--- src/rtl/hazard_stall_unit.sv ---
// ============================================================================
// hazard_stall_unit
//
// Stall/flush controller for the RV32IM 5-stage pipeline. Bypassing handles
// every RAW dependency it can. This block handles the rest:
//   - load-use: holds PC and IF/ID, and loads a bubble into ID/EX for one cycle
//   - multi-cycle DIV/REM: holds the front of the pipe while EX works
//   - taken branch/jump: squashes the wrong-path IF/ID and ID/EX contents
// It also counts the cycles in which the PC was held.
//
// Optional feature macro: HAZARD_DIV_STALL_EN
//   defined   -> divide stalling (IDLE/BUSY FSM plus 8-bit CNT) is built in
//   undefined -> EXE_IS_DIV and DIV_CYCLES are ignored, and IDEX_STALL,
//                EXMEM_BUBBLE and DIV_DONE are tied 0 (single-cycle divider)
//
// Parameter:
//   DIV_CYCLES   cycles a DIV/DIVU/REM/REMU spends in EX (legal 3..255)
// Ports:
//   CLK, RESET      clock, synchronous active-high reset
//   ID_ADDR1/2      rs1/rs2 of the instruction in ID
//   ID_USES1/2      the ID instruction reads rs1/rs2
//   ID_IS_STORE     the ID instruction is a store (rs2 is store data)
//   EXE_ADDR        rd of the instruction in EX
//   EXE_MEMREAD     the EX instruction is a load
//   EXE_IS_DIV      the EX instruction is a divide/remainder
//   BRANCH_TAKEN    EX resolved a taken branch or jump
//   PC_STALL, IFID_STALL, IFID_FLUSH, IDEX_STALL, IDEX_BUBBLE, EXMEM_BUBBLE
//                   pipeline control, Mealy (take effect at the same edge)
//   DIV_DONE        the divide result is valid in EX this cycle
//   STALL_COUNT     registered count of cycles with PC_STALL=1 (wraps)
// ============================================================================
module hazard_stall_unit #(
    parameter int DIV_CYCLES = 33
) (
    input  logic        CLK,
    input  logic        RESET,
    input  logic [4:0]  ID_ADDR1,
    input  logic [4:0]  ID_ADDR2,
    input  logic        ID_USES1,
    input  logic        ID_USES2,
    input  logic        ID_IS_STORE,
    input  logic [4:0]  EXE_ADDR,
    input  logic        EXE_MEMREAD,
    input  logic        EXE_IS_DIV,
    input  logic        BRANCH_TAKEN,
    output logic        PC_STALL,
    output logic        IFID_STALL,
    output logic        IFID_FLUSH,
    output logic        IDEX_STALL,
    output logic        IDEX_BUBBLE,
    output logic        EXMEM_BUBBLE,
    output logic        DIV_DONE,
    output logic [31:0] STALL_COUNT
);

    logic        w_lu;
    logic        w_pc_stall;
    logic        w_ifid_stall;
    logic        w_ifid_flush;
    logic        w_idex_stall;
    logic        w_idex_bubble;
    logic        w_exmem_bubble;
    logic        w_div_done;
    logic [31:0] r_stall_count;

    // A store whose only match is on rs2 (store data) is covered by the
    // MEM-stage forward, so only its rs1 (address base) can cause a stall.
    // Loads to x0 never create a dependency.
    assign w_lu = EXE_MEMREAD && (EXE_ADDR != 5'd0) &&
                  ((ID_USES1 && (ID_ADDR1 == EXE_ADDR)) ||
                   (ID_USES2 && (ID_ADDR2 == EXE_ADDR) && !ID_IS_STORE));

`ifdef HAZARD_DIV_STALL_EN

    typedef enum logic {
        IDLE = 1'b0,
        BUSY = 1'b1
    } state_t;

    state_t     r_state;
    state_t     w_state_next;
    logic [7:0] r_cnt;
    logic [7:0] w_cnt_next;

    // NOTE: state registers use non-blocking assignments so every flop
    // samples the pre-edge values of the others.
    always_ff @(posedge CLK) begin
        if (RESET) begin
            r_state <= IDLE;
            r_cnt   <= 8'd0;
        end else begin
            r_state <= w_state_next;
            r_cnt   <= w_cnt_next;
        end
    end

    // NOTE: every output of this block gets a default first, so no path
    // through the if/case leaves a signal unassigned and no latch appears.
    always_comb begin
        w_state_next   = r_state;
        w_cnt_next     = r_cnt;
        w_pc_stall     = 1'b0;
        w_ifid_stall   = 1'b0;
        w_ifid_flush   = 1'b0;
        w_idex_stall   = 1'b0;
        w_idex_bubble  = 1'b0;
        w_exmem_bubble = 1'b0;
        w_div_done     = 1'b0;
        if (!RESET) begin
            unique case (r_state)
                IDLE: begin
                    if (BRANCH_TAKEN) begin
                        // Squashing the ID instruction also removes its hazard.
                        w_ifid_flush  = 1'b1;
                        w_idex_bubble = 1'b1;
                    end else if (EXE_IS_DIV) begin
                        w_pc_stall     = 1'b1;
                        w_ifid_stall   = 1'b1;
                        w_idex_stall   = 1'b1;
                        w_exmem_bubble = 1'b1;
                        // This cycle and DIV_CYCLES-2 more in BUSY stall; the
                        // cycle where CNT reaches 0 delivers the result.
                        w_cnt_next     = 8'(DIV_CYCLES - 2);
                        w_state_next   = BUSY;
                    end else if (w_lu) begin
                        w_pc_stall    = 1'b1;
                        w_ifid_stall  = 1'b1;
                        w_idex_bubble = 1'b1;
                    end
                end
                BUSY: begin
                    // Branch and load-use are ignored: EX still holds the divide.
                    if (r_cnt != 8'd0) begin
                        w_pc_stall     = 1'b1;
                        w_ifid_stall   = 1'b1;
                        w_idex_stall   = 1'b1;
                        w_exmem_bubble = 1'b1;
                        w_cnt_next     = r_cnt - 8'd1;
                    end else begin
                        w_div_done   = 1'b1;
                        w_state_next = IDLE;
                    end
                end
                default: w_state_next = IDLE;
            endcase
        end
    end

`else

    // Divider is single-cycle: the divide inputs are deliberately unused.
    logic w_unused_div;
    assign w_unused_div = ^{EXE_IS_DIV, 8'(DIV_CYCLES), CLK};

    always_comb begin
        w_pc_stall     = 1'b0;
        w_ifid_stall   = 1'b0;
        w_ifid_flush   = 1'b0;
        w_idex_stall   = 1'b0;
        w_idex_bubble  = 1'b0;
        w_exmem_bubble = 1'b0;
        w_div_done     = 1'b0;
        if (!RESET) begin
            if (BRANCH_TAKEN) begin
                w_ifid_flush  = 1'b1;
                w_idex_bubble = 1'b1;
            end else if (w_lu) begin
                w_pc_stall    = 1'b1;
                w_ifid_stall  = 1'b1;
                w_idex_bubble = 1'b1;
            end
        end
    end

`endif

    // w_pc_stall is already 0 while RESET is high, so reset simply clears.
    always_ff @(posedge CLK) begin
        if (RESET) begin
            r_stall_count <= 32'd0;
        end else if (w_pc_stall) begin
            r_stall_count <= r_stall_count + 32'd1;
        end
    end

    assign PC_STALL     = w_pc_stall;
    assign IFID_STALL   = w_ifid_stall;
    assign IFID_FLUSH   = w_ifid_flush;
    assign IDEX_STALL   = w_idex_stall;
    assign IDEX_BUBBLE  = w_idex_bubble;
    assign EXMEM_BUBBLE = w_exmem_bubble;
    assign DIV_DONE     = w_div_done;
    // Every output reads 0 during a reset cycle, the counter included.
    assign STALL_COUNT  = RESET ? 32'd0 : r_stall_count;

endmodule

--- config.mk ---
export PLATFORM = sky130hd
export DESIGN_NAME = hazard_stall_unit
export DESIGN_NICKNAME = d
export VERILOG_FILES = /design/src/rtl/hazard_stall_unit.sv
export SDC_FILE = /design/constraint.sdc
export NUM_CORES = 1
export LEC_CHECK = 0
export BUFFER_PORTS_ARGS = -buffer_cell sky130_fd_sc_hd__buf_2
export CORE_MARGIN = 2
export CORE_UTILIZATION = 41
export CTS_CLUSTER_SIZE = 20
export DETAILED_ROUTE_END_ITERATION = 10
export PLACE_DENSITY = 0.66
export SLEW_MARGIN = 20
export SYNTH_ARGS = -nofsm -noshare
export SYNTH_HDL_FRONTEND = slang
export SYNTH_SLANG_ARGS = --single-unit
export TNS_END_PERCENT = 20
--- constraint.sdc ---
create_clock -name CLK -period 5.3 [get_ports CLK]
set_input_delay 0.265 -clock CLK [delete_from_list [all_inputs] [get_ports CLK]]
set_output_delay 0.265 -clock CLK [all_outputs]
set_load 0.02 [all_outputs]
==> results_dict.tcl <==
set metrics [dict create \
    track_usage_pct 17.5 \
    areaGrowthSynthToFinish_pct 19.9 \
    die-area_um2 5670 \
    cp_slowest_stage_delay_ns 0.56 \
    grt_pass1_wl_um 7730 \
    start_util_pct 43.2 \
    cts-resized-gates 0 \
    reg_top3 "r_stall_count (32)" \
    regMostFlops "r_stall_count" \
    post_cts_buffers 0 \
    yosys_warnings 0 \
    cp_data_required_time_ns 5.47 \
    dp_cells 366 \
    timing.fmax_mhz 433 \
    cts.sinks 32 \
    drc_errors 0 \
    worst_setup_path_start_kind "register" \
    io_pins 62 \
    report.final.slew_viol_count 0 \
    p_leak_uw 0.00101 \
    ctsHtreeMaxLevel 2 \
    crit_end "r_stall_count[19]" \
    setup_violations 0 \
    gp_congestion 0.785 \
    num_antenna_cells 0 \
    synth_area_um2 2080 \
    clkTransAtPathRegs_ns 0.06 \
    r2r_end "r_stall_count[19]" \
    ys_seq_area_share_pct 30.8 \
    die_w_um 75.3 \
    final_cell_mix "buf_2 (57), dfxtp_1 (32), nor2b_1 (31)" \
    postSynthCellCount 255 \
    synthArstFlopShare_pct 0 \
    die_h_um 75.3 \
    wl_per_cell_um 12.9 \
    grt_pass1_vias 1693 \
    fp.coreArea_um2 4820 \
    clk-insertion-delay-late_ns 0.29 \
    clockRootBuffer "clkbuf_8" \
    rsz0062_at_grt "no" \
    row_count 25 \
    synth_edf_count 0 \
    irDropWorstVdd_mv 0.165 \
    worstMarginPinSlew_ns 0.618 \
    crit_start "r_stall_count[3]" \
    r2r_cells 5 \
    ctsHoldBuffers 0 \
    crit_type "register to register" \
    powerDensity_nw_per_um2 194 \
    fin_setup_tns_ns 0 \
    viasPerCell 5.37 \
    worstPathArrival_ns 2.48 \
    grt_max_degree 68 \
    ys_seq_elements 32 \
    dpl.hpwl_um 3420 \
    r2r_slack_ns 2.99 \
    vias 2002 \
    ant_nets 0 \
    drt-initial-drc-count 84 \
    path_cells "nand4_4 -> nor4_4 -> nand2_1 -> nor4b_1 -> mux2_2" \
    maxCapViolations 0 \
    fin_crit_sh_pct 43.6 \
    drt-pass1-iter-count 4 \
    io_buffers 57 \
    syn_avg_cell_area_um2 8.17 \
    hp-class "input pin to register" \
    endpoint_kind "register" \
    ys_types 40 \
    slowest_stage "nor4_4" \
    grt_antenna_before_repair 0 \
    final_nets 330 \
    instances_no_fill 373 \
    worstPathMaxFanout 7 \
    slew_headroom_pct 58.8 \
    largest_register_ffs 32 \
    cts_buffers 5 \
    reg2reg_from "r_stall_count[3]" \
    drive_gt1_share_pct 29.4 \
    grt-ovfl-total 0 \
    clk_path_buf_depth 2 \
    finClkSkew_ns 0.00390 \
    finalHoldViolCount 0 \
    status "completed" \
    synthFlopType "dfxtp_1" \
    layout_min_cycle_time_ns 2.31 \
    cts_tree "done" \
    final_common_cell "buf_2" \
    drt_wl_total_um 4810 \
]
## area by class of cell
class | instances | area, µm²
flip-flops and latches | 32 | 641
inverters | 4 | 15.0
repair buffers | 60 | 308
multi-input cells | 203 | 1360
fillers | 491 | 2320
clock buffers | 7 | 96.3
well taps | 67 | 83.8
## report_power, final
| group | internal [µW] | leakage (µW) | total [µW] | switching (µW) |
|---|---|---|---|---|
| Sequential | 241 | 0.000258 | 241 | 0.0802 |
| Combinational | 14.3 | 0.000700 | 40.8 | 26.5 |
| Clock | 116 | 0.0000503 | 204 | 88.0 |
## logic make-up (layout without fill, tap and decap cells)
family                   Yosys count  count (layout)  share of synthesized area [%]
XOR/XNOR                          10              10                           4.20
flip-flops                        32              32                           30.8
AND/OR/NAND/NOR                  138             138                           38.6
adder cells (fa/ha/maj)            1               1                          0.601
multiplexers                      17              17                           9.19
buffers and inverters             22              71                           4.92
AO/OA/AOI/OAI                     34              34                           11.5
other                              1               3                          0.180
## metrics by stage
step | hold WS [ns] | area, µm² | setup slack [ns] | power, µW | utilization [%]
after floorplan | 0.437 | 2090 | 2.81 | 272 | -
after global placement | 0.459 | 2400 | 3.08 | 286 | 49.9
after detailed placement | 0.483 | 2400 | 3.03 | 287 | 49.9
final | 0.429 | 2500 | 2.99 | 485 | 51.9
after global routing | 0.433 | 2500 | 2.79 | 506 | 51.9
after CTS | 0.425 | 2500 | 3.02 | 491 | 51.9
## cell usage after synthesis (all sizes together) (4+ instances only)
cell	count	share of area (%)
a21oi	13	3.1
nor2	27	4.9
nor3	12	2.9
nor4	9	3.4
o31ai	12	4.3
nor2b	31	9.3
dfxtp	32	31
nand3	9	2.2
nand2	11	2.0
or4	15	5.4
buf	9	2.6
mux2	17	9.2
inv	4	0.72
clkbuf	9	1.6
xor2	9	3.8
nand4	11	4.0
## metal layers
layer / global-route usage, % / vias to the layer above / share of wire, %
met5: 0 / - / 0
met4: 5.26 / 0 / 1.0
met3: 3.61 / 6 / 5.2
met2: 26.2 / 64 / 46
met1: 25.2 / 899 / 48
li1: - / 1033 / -
## worst max-delay path: cells and delay by family (launching register included)
family | cells | cell delay [ns]
and+or+nand+nor | 4 | 1.36
DFF | 1 | 0.45
muxes | 1 | 0.38
## worst min path at each step
stage,depth (start not counted),startpoint,endpoint
after floorplan,2,RESET,r_stall_count[2]
after global placement,2,r_stall_count[17],r_stall_count[17]
after detailed placement,2,r_stall_count[17],r_stall_count[17]
after CTS,4,EXE_MEMREAD,r_stall_count[13]
after global routing,3,BRANCH_TAKEN,r_stall_count[0]
final,3,BRANCH_TAKEN,r_stall_count[0]
Power figures use the tool's default switching activity.
